--- src/rtl/hazard_stall_ctrl_if.sv ---
// Hazard-detection inputs and pipeline-control outputs of the stall controller.
// The master side is the pipeline datapath; the slave side is hazard_stall_ctrl.
interface hazard_stall_ctrl_if #(
   parameter int unsigned REG_AW = 5,
   parameter int unsigned CNT_W  = 16
);
   logic [REG_AW-1:0] id_rs1;
   logic [REG_AW-1:0] id_rs2;
   logic              id_use_rs1;
   logic              id_use_rs2;
   logic              ex_mem_read;
   logic [REG_AW-1:0] ex_rd;
   logic              mem_busy;
   logic              branch_taken;
   logic              halt;
   logic              st;
   logic              pc_we;
   logic              ifid_we;
   logic              ifid_flush;
   logic              pipe_hold;
   logic              halted;
   logic [CNT_W-1:0]  stall_cnt;

   modport master (
      output id_rs1, id_rs2, id_use_rs1, id_use_rs2, ex_mem_read, ex_rd,
             mem_busy, branch_taken, halt,
      input  st, pc_we, ifid_we, ifid_flush, pipe_hold, halted, stall_cnt
   );

   modport slave (
      input  id_rs1, id_rs2, id_use_rs1, id_use_rs2, ex_mem_read, ex_rd,
             mem_busy, branch_taken, halt,
      output st, pc_we, ifid_we, ifid_flush, pipe_hold, halted, stall_cnt
   );
endinterface

--- src/rtl/hazard_stall_ctrl.sv ---
// Pipeline sequencer: load-use bubbles, memory-wait freeze, branch flush, halt,
// with a saturating count of cycles where the PC did not advance.
module hazard_stall_ctrl #(
   parameter int unsigned REG_AW   = 5,
   parameter int unsigned LOAD_LAT = 1,
   parameter int unsigned CNT_W    = 16
) (
   input logic               clk,
   input logic               rst_n,
   hazard_stall_ctrl_if.slave bus
);
   localparam int unsigned LatW = 3;
   localparam logic [LatW-1:0] LatInit = LatW'(LOAD_LAT - 1);

   typedef enum logic [1:0] {StRun, StLuStall, StHalted} state_e;

   state_e            state_q, state_d;
   logic [LatW-1:0]   lat_q, lat_d;
   logic [CNT_W-1:0]  cnt_q;
   logic [REG_AW-1:0] rs1, rs2, rd;
   logic              lu_hit;
   logic              st, pc_we, ifid_we, ifid_flush, pipe_hold, halted;
   logic              cnt_inc;

   assign rs1 = bus.id_rs1;
   assign rs2 = bus.id_rs2;
   assign rd  = bus.ex_rd;

   // x0 is hardwired, so a load targeting it never creates a dependency.
   assign lu_hit = bus.ex_mem_read && (rd != '0) &&
                   ((bus.id_use_rs1 && (rs1 == rd)) || (bus.id_use_rs2 && (rs2 == rd)));

   always_comb begin
      state_d    = state_q;
      lat_d      = lat_q;
      st         = 1'b0;
      pc_we      = 1'b1;
      ifid_we    = 1'b1;
      ifid_flush = 1'b0;
      pipe_hold  = 1'b0;
      halted     = 1'b0;
      case (state_q)
         StHalted: begin
            st      = 1'b1;
            pc_we   = 1'b0;
            ifid_we = 1'b0;
            halted  = 1'b1;
         end
         default: begin
            if (bus.halt) begin
               st      = 1'b1;
               pc_we   = 1'b0;
               ifid_we = 1'b0;
               state_d = StHalted;
            end else if (bus.mem_busy) begin
               pipe_hold = 1'b1;
               pc_we     = 1'b0;
               ifid_we   = 1'b0;
            end else if (bus.branch_taken) begin
               // Flushing IF/ID also squashes any instruction stalled in ID.
               ifid_flush = 1'b1;
               st         = 1'b1;
               lat_d      = '0;
               state_d    = StRun;
            end else if (state_q == StLuStall) begin
               st      = 1'b1;
               pc_we   = 1'b0;
               ifid_we = 1'b0;
               lat_d   = lat_q - LatW'(1);
               if (lat_q == LatW'(1)) state_d = StRun;
            end else if (lu_hit) begin
               st      = 1'b1;
               pc_we   = 1'b0;
               ifid_we = 1'b0;
               if (LOAD_LAT > 1) begin
                  lat_d   = LatInit;
                  state_d = StLuStall;
               end
            end
         end
      endcase
      // Outputs track reset immediately rather than waiting for a clock edge.
      if (!rst_n) begin
         st         = 1'b1;
         pc_we      = 1'b0;
         ifid_we    = 1'b0;
         ifid_flush = 1'b0;
         pipe_hold  = 1'b0;
         halted     = 1'b0;
      end
   end

   assign cnt_inc = !pc_we && (state_q != StHalted) && !bus.halt && (cnt_q != '1);

   always_ff @(posedge clk or negedge rst_n) begin
      if (!rst_n) begin
         state_q <= StRun;
         lat_q   <= '0;
         cnt_q   <= '0;
      end else begin
         state_q <= state_d;
         lat_q   <= lat_d;
         if (cnt_inc) cnt_q <= cnt_q + CNT_W'(1);
      end
   end

   assign bus.st         = st;
   assign bus.pc_we      = pc_we;
   assign bus.ifid_we    = ifid_we;
   assign bus.ifid_flush = ifid_flush;
   assign bus.pipe_hold  = pipe_hold;
   assign bus.halted     = halted;
   assign bus.stall_cnt  = cnt_q;
endmodule

--- src/flat_wrapper.sv ---
// flat-port wrapper written by rule: the top's interface ports become plain ports
module hazard_stall_ctrl_flat 
#(
   parameter int unsigned REG_AW   = 5,
   parameter int unsigned LOAD_LAT = 1,
   parameter int unsigned CNT_W    = 16
)
  (clk, rst_n, bus_id_rs1, bus_id_rs2, bus_id_use_rs1, bus_id_use_rs2, bus_ex_mem_read, bus_ex_rd, bus_mem_busy, bus_branch_taken, bus_halt, bus_st, bus_pc_we, bus_ifid_we, bus_ifid_flush, bus_pipe_hold, bus_halted, bus_stall_cnt);
  hazard_stall_ctrl_if #(.REG_AW(REG_AW), .CNT_W(CNT_W)) bus_i ();
  input logic clk;
  input logic rst_n;
  input wire logic [$bits(bus_i.id_rs1)-1:0] bus_id_rs1;
  input wire logic [$bits(bus_i.id_rs2)-1:0] bus_id_rs2;
  input wire logic [$bits(bus_i.id_use_rs1)-1:0] bus_id_use_rs1;
  input wire logic [$bits(bus_i.id_use_rs2)-1:0] bus_id_use_rs2;
  input wire logic [$bits(bus_i.ex_mem_read)-1:0] bus_ex_mem_read;
  input wire logic [$bits(bus_i.ex_rd)-1:0] bus_ex_rd;
  input wire logic [$bits(bus_i.mem_busy)-1:0] bus_mem_busy;
  input wire logic [$bits(bus_i.branch_taken)-1:0] bus_branch_taken;
  input wire logic [$bits(bus_i.halt)-1:0] bus_halt;
  output wire logic [$bits(bus_i.st)-1:0] bus_st;
  output wire logic [$bits(bus_i.pc_we)-1:0] bus_pc_we;
  output wire logic [$bits(bus_i.ifid_we)-1:0] bus_ifid_we;
  output wire logic [$bits(bus_i.ifid_flush)-1:0] bus_ifid_flush;
  output wire logic [$bits(bus_i.pipe_hold)-1:0] bus_pipe_hold;
  output wire logic [$bits(bus_i.halted)-1:0] bus_halted;
  output wire logic [$bits(bus_i.stall_cnt)-1:0] bus_stall_cnt;
  assign bus_i.id_rs1 = bus_id_rs1;
  assign bus_i.id_rs2 = bus_id_rs2;
  assign bus_i.id_use_rs1 = bus_id_use_rs1;
  assign bus_i.id_use_rs2 = bus_id_use_rs2;
  assign bus_i.ex_mem_read = bus_ex_mem_read;
  assign bus_i.ex_rd = bus_ex_rd;
  assign bus_i.mem_busy = bus_mem_busy;
  assign bus_i.branch_taken = bus_branch_taken;
  assign bus_i.halt = bus_halt;
  assign bus_st = bus_i.st;
  assign bus_pc_we = bus_i.pc_we;
  assign bus_ifid_we = bus_i.ifid_we;
  assign bus_ifid_flush = bus_i.ifid_flush;
  assign bus_pipe_hold = bus_i.pipe_hold;
  assign bus_halted = bus_i.halted;
  assign bus_stall_cnt = bus_i.stall_cnt;
  hazard_stall_ctrl #(.REG_AW(REG_AW), .LOAD_LAT(LOAD_LAT), .CNT_W(CNT_W)) u_core (.clk(clk), .rst_n(rst_n), .bus(bus_i));
endmodule
--- config.mk ---
export PLATFORM = sky130hd
export DESIGN_NAME = hazard_stall_ctrl_flat
export DESIGN_NICKNAME = d
export VERILOG_FILES = /design/src/rtl/hazard_stall_ctrl_if.sv /design/src/rtl/hazard_stall_ctrl.sv /design/src/flat_wrapper.sv
export SDC_FILE = /design/constraint.sdc
export NUM_CORES = 1
export LEC_CHECK = 0
export CAP_MARGIN = 20
export CORE_MARGIN = 1.5
export CORE_UTILIZATION = 40
export DETAILED_ROUTE_END_ITERATION = 16
export GPL_TIMING_DRIVEN = 0
export PLACE_DENSITY = 0.88
export SLEW_MARGIN = 10
export SYNTH_ARGS = -nofsm -noshare
export SYNTH_HDL_FRONTEND = slang
export SYNTH_SLANG_ARGS = --single-unit
--- constraint.sdc ---
create_clock -name clk -period 2.3 [get_ports clk]
set_input_delay 0.46 -clock clk [delete_from_list [all_inputs] [get_ports clk]]
set_output_delay 0.46 -clock clk [all_outputs]
set_load 0.005 [all_outputs]
# --- Word level (Yosys, flattened, before mapping) ---
# Index checks and enable logic that the tools add are counted.
totals:
  reg_bits: 21
  output_inout_bits: 22
  elab_cells: 64
  inputBits: 23
op_classes:
  n_eq_ne: 8
  bitwise_logic: 3
  add_sub_neg: 2
  n_mux: 32
  reduce_logical: 16
op_table:
  columns: ["cell", "n"]
  rows:
  - ["$mux 1", 25]
  - ["$add 16x1->16 const B", 1]
  - ["$ne 16x16->1 const B", 1]
  - ["$eq 5x5->1", 2]
  - ["$mux 2", 5]
  - ["$reduce_and 4->1", 2]
  - ["$logic_and 1x1->1", 7]
  - ["$mux 3", 2]
  - ["$reduce_bool 3->1", 2]
  - ["$reduce_bool 5->1", 1]
  - ["$eq 3x1->1 const B", 1]
  - ["$not 1->1", 3]
  - ["$sub 3x1->3 const B", 1]
  - ["$eq 2x1->1 const B", 1]
  - ["$eq 2x2->1 const B", 1]
  - ["$logic_not 1->1", 2]
  - ["$ne 2x1->1 const B", 1]
  - ["$ne 2x2->1 const B", 1]
  - ["$reduce_bool 2->1", 1]
  - ["$logic_or 1x1->1", 1]

# --- Longest topological paths before layout ---
logic_depth:
  word_depth: 15
  mapped_depth: 9

# --- Worst setup path before layout ---
# No wires, ideal clock.
synth_timing:
  path_kind: "input port to output port"
  from: "in bus_ex_rd[0]"
  to: "out bus_pc_we"
  t_arrival_ns: 1.658
  path_buffers: 1
  stages: 5
  slack_ns: 0.182
  path_cell_list: "or4_1 o21ai_2 nor2_2 a211oi_4 buf_4"
synth_via:
  elab_chain_len: 11
synth_rtl:
  columns: ["item", "line", "rtl"]
  rows:
  - ["start, declared", "flat_wrapper.sv:17", "input wire logic [$bits(bus_i.ex_rd)-1:0] bus_ex_rd;"]
  - ["$eq 5x5->1", "hazard_stall_ctrl.sv:31", "((bus.id_use_rs1 && (rs1 == rd)) || (bus.id_use_rs2 && (rs2 == rd)));"]
  - ["$logic_and 1x1->1", "hazard_stall_ctrl.sv:31", null]
  - ["$logic_or 1x1->1", "hazard_stall_ctrl.sv:31", null]
  - ["$logic_and 1x1->1 *", "hazard_stall_ctrl.sv:30", "assign lu_hit = bus.ex_mem_read && (rd != '0) &&"]
  - ["$mux 1 * (7 in series)", null, null]
  - ["end, declared", "flat_wrapper.sv:22", "output wire logic [$bits(bus_i.pc_we)-1:0] bus_pc_we;"]
# Mark *: on every way between the ends. The rest lies on a longest branch, timed or not.

# --- Final worst setup path ---
layout_timing:
  from: "in bus_ex_rd[4]"
  to: "out bus_pc_we"
layout_via:
  elab_chain_len: 11
layout_rtl:
  columns: ["item", "line", "rtl"]
  rows:
  - ["$eq 5x5->1", "hazard_stall_ctrl.sv:31", null]
  - ["$logic_and 1x1->1", "hazard_stall_ctrl.sv:31", null]
  - ["$logic_or 1x1->1", "hazard_stall_ctrl.sv:31", null]
  - ["$logic_and 1x1->1 *", "hazard_stall_ctrl.sv:30", null]
  - ["$mux 1 *", "hazard_stall_ctrl.sv:71", "end else if (lu_hit) begin"]
  - ["$mux 1 *", "hazard_stall_ctrl.sv:65", "end else if (state_q == StLuStall) begin"]
  - ["$mux 1 *", "hazard_stall_ctrl.sv:59", "end else if (bus.branch_taken) begin"]
  - ["$mux 1 *", "hazard_stall_ctrl.sv:55", "end else if (bus.mem_busy) begin"]
  - ["$mux 1 *", "hazard_stall_ctrl.sv:50", "if (bus.halt) begin"]
  - ["$mux 1 *", "hazard_stall_ctrl.sv:42", "case (state_q)"]
  - ["$mux 1 *", "hazard_stall_ctrl.sv:83", "if (!rst_n) begin"]
# Marks and branches as above.

==> flow_summary.yaml <==
placement:
  routabilityCongestion: 0.7235
  dp_hpwl_mm: 1.719
  portBuffers: 44
clocking:
  cts.sinks: 17
  clk_path_buf_depth: 2
  clk_pin_slew_ns: 0.11
  clk_latency_ns: 0.29
  root_buffer: "clkbuf_4"
  numCtsBuffers: 3
  cts_tree: "done"
  cts_max_level: 1
floorplan:
  die_height_um: 51.92
  rows: 17
  io_pins: 45
  die_w_um: 51.92
  die_area_mm2: 0.002695
  core_mm2: 0.002233
  initial_utilization: 0.4286
route:
  vias_per_cell: 5.029
  wl_met2_mm: 1.235
  firstDrtPassIters: 3
  postRouteWirelength_mm: 2.365
  vias: 865
  wl_per_cell_um: 13.75
  drc_errors: 0
  wl_met1_um: 928
  routed.top_layer: "met4"
  drtIter0Drc: 9
  detail-route-antenna-nets: 0
  dr_wl_met3_um: 176
timing:
  rsz0062_at_grt: "true"
  fin_setup_tns_ns: -0.04143
  post-route-min-period_ns: 2.341
  setup_viol: 1
  max_freq_mhz: 427.1
  finalMaxSlewViolations: 0
  final.setup.worst_slack_ns: -0.04143
  worst_slew_pin_slew_ns: 0.4288
  slew_headroom: 0.7141
  holdWs_ns: 0.09007
  hold_violations: 0
  min_period_over_period: 1.018
  finalClockSkew_ns: 0.007465
outcome:
  violations: "negative setup slack"
  status: "finished, violations left"
pwr:
  power.leakage_nw: 0.7301
  peakVddDrop_mv: 0.2475
  power_density_mw_per_mm2: 359.9
critical_path:
  r2r_end: "u_core.bus.stall_cnt[5]$_DFFE_PN0P_"
  reg2reg_from: "u_core.bus.stall_cnt[7]$_DFFE_PN0P_"
  cp.arrival_ns: 1.88
  start_kind: "input port"
  r2r_setup_slack_ns: 0.29
  cp.required_ns: 1.84
  end_kind: "primary output"
  critical_path_class: "in -> out"
  cp_max_fo: 3
  reg2reg_depth: 6
finish:
  drive_above_1_share: 0.2292
  layout.nets: 169
  num_antenna_cells: 0
  fillCellCount: 169
  area_delta_synth_final_pct: 64.44
synthesis:
  ys_seq_elements: 17
  syn-instance-count: 90
  yosysWarningCount: 0
  synth_cell_types: 28
  syn_area_um2: 957.2
  syn_area_per_cell_um2: 10.64
  yosysSeqAreaShare: 0.4444
  synth_nets: 114
job:
  maxCapViolCount: 0
global_route:
  grt_max_degree: 21
  grtUsageTotal: 0.1875
  grt_pass1_wl_mm: 3.670
  first_global_vias: 843
  overflow: 0
  antenna_found_initial: 0
hold_path:
  hp-class: "in -> async"
==> synthesized netlist by cell type <==
cell type,count,area share
nand3_1,8,0.042
o21bai_1,1,0.0078
ha_1,1,0.013
nor2_1,4,0.016
xor2_1,2,0.018
and2b_1,1,0.0078
and2_1,1,0.0065
o21ai_2,1,0.0092
nor2_2,2,0.013
xnor2_1,23,0.21
nand3b_1,1,0.0078
dfrtp_1,17,0.44
inv_1,1,0.0039
or4_1,1,0.0078
o22ai_1,1,0.0065
or4b_1,1,0.010
mux2_1,1,0.012
and4_1,1,0.0092
a211oi_4,1,0.021
buf_6,1,0.012
nor3b_1,1,0.0078
nand2_1,6,0.024
and3_1,3,0.020
nand4_1,6,0.039
nand4_2,1,0.013
buf_4,1,0.0078
o21ai_1,1,0.0052
nor3_1,1,0.0052
==> final cells by class <==
class,instances,area (um^2),share of cell area
buffer,2,18.77,0.01192
clock buffer,3,22.52,0.01431
clock inverter,1,5.005,0.003180
inverter,1,3.754,0.002385
multi-input combinational,70,570.5,0.3625
sequential,17,425.4,0.2703
tap,28,35.03,0.02226
timing repair buffer,50,493.0,0.3132
==> worst max-delay path, stage by stage <==
cell and delay (ns):
buf_8 0.10, or4_4 0.54, o21ai_4 0.17, buf_6 0.12, nor2_4 0.03, a211oi_4 0.23, buf_4 0.15, buf_6 0.08
==> registers in the layout, indices dropped and copies added (netlist names) <==
register              flops
u_core.state_q            1
u_core.bus.stall_cnt     16
==> routing by layer <==
metal,track usage,up-vias
li1,-,419
met1,0.2018,407
met2,0.3397,37
met3,0.05172,2
met4,0.07895,0
met5,0,-
==> stage by stage <==
step                      cell area [um^2]  instances    util  power (mW)  worst slack (ns)
after floorplan                      957.2         90       -      0.3406            0.1816
after global placement                1433        162  0.6415      0.4017           -0.8692
after detailed placement              1433        162  0.6415      0.4053           -0.9340
after CTS                             1506        171  0.6745      0.5650          -0.02714
after global routing                  1574        172  0.7048      0.5922           -0.1142
final                                 1574        172  0.7048      0.5664          -0.04143
==> timing repair <==
| item | CTS | global route |
|---|---|---|
| resized for setup | 43 | 19 |
| hold buffers | 0 | 0 |
| setup buffers | 5 | 1 |
| pin swaps | 7 | 2 |
| setup endpoints to repair | 18 | 9 |
==> worst max path at each step <==
stage	slack (ns)	depth (start not counted)	end	from
final	-0.04	8	bus_pc_we	bus_ex_rd[4]
after global routing	-0.11	8	bus_pc_we	bus_ex_rd[4]
after CTS	-0.03	8	bus_pc_we	bus_ex_rd[4]
after detailed placement	-0.93	5	bus_pc_we	rst_n
after global placement	-0.87	5	bus_pc_we	rst_n
after floorplan	0.18	5	bus_pc_we	bus_ex_rd[0]
==> kinds of logic after synthesis <==
kind of cell / after synthesis / synth area share
DFF: 17 / 0.4444
xor gates and xnor gates: 25 / 0.2288
and+or+nand+nor: 38 / 0.2288
AOI/OAI and AO/OA: 5 / 0.04968
muxes: 1 / 0.01176
buffers and inverters: 3 / 0.02353
adders and majority gates: 1 / 0.01307
==> cell usage in the layout, fill, tap and decap left out <==
master,instances
dlygate4sd2_1,1
and2b_1,1
buf_2,5
nor2_1,3
mux2_1,1
o21ai_1,1
clkinv_2,1
buf_8,1
clkbuf_4,3
nand2_2,1
xnor2_2,2
nand2_1,5
and2_1,1
nor3_1,1
and3_1,3
nor3b_2,1
o21ai_4,1
a211oi_4,1
o22ai_2,1
xnor2_1,21
nor2_4,3
ha_1,1
nand3_1,8
buf_4,6
and4_1,1
nand4_2,1
dfrtp_1,17
clkdlybuf4s50_1,26
xor2_1,2
nand3b_1,1
nand4_1,6
inv_1,1
o21bai_1,1
buf_6,4
or4b_4,1
or4_4,1
dlymetal6s2s_1,9
==> power breakdown <==
group          switching (mW)  total [mW]  internal [mW]  leakage [nW]
sequential            0.00585       0.308          0.302         0.231
clock                  0.0960       0.161         0.0646        0.0177
combinational          0.0374      0.0976         0.0602         0.482
Note: power is estimated with default switching activity, not from simulation.
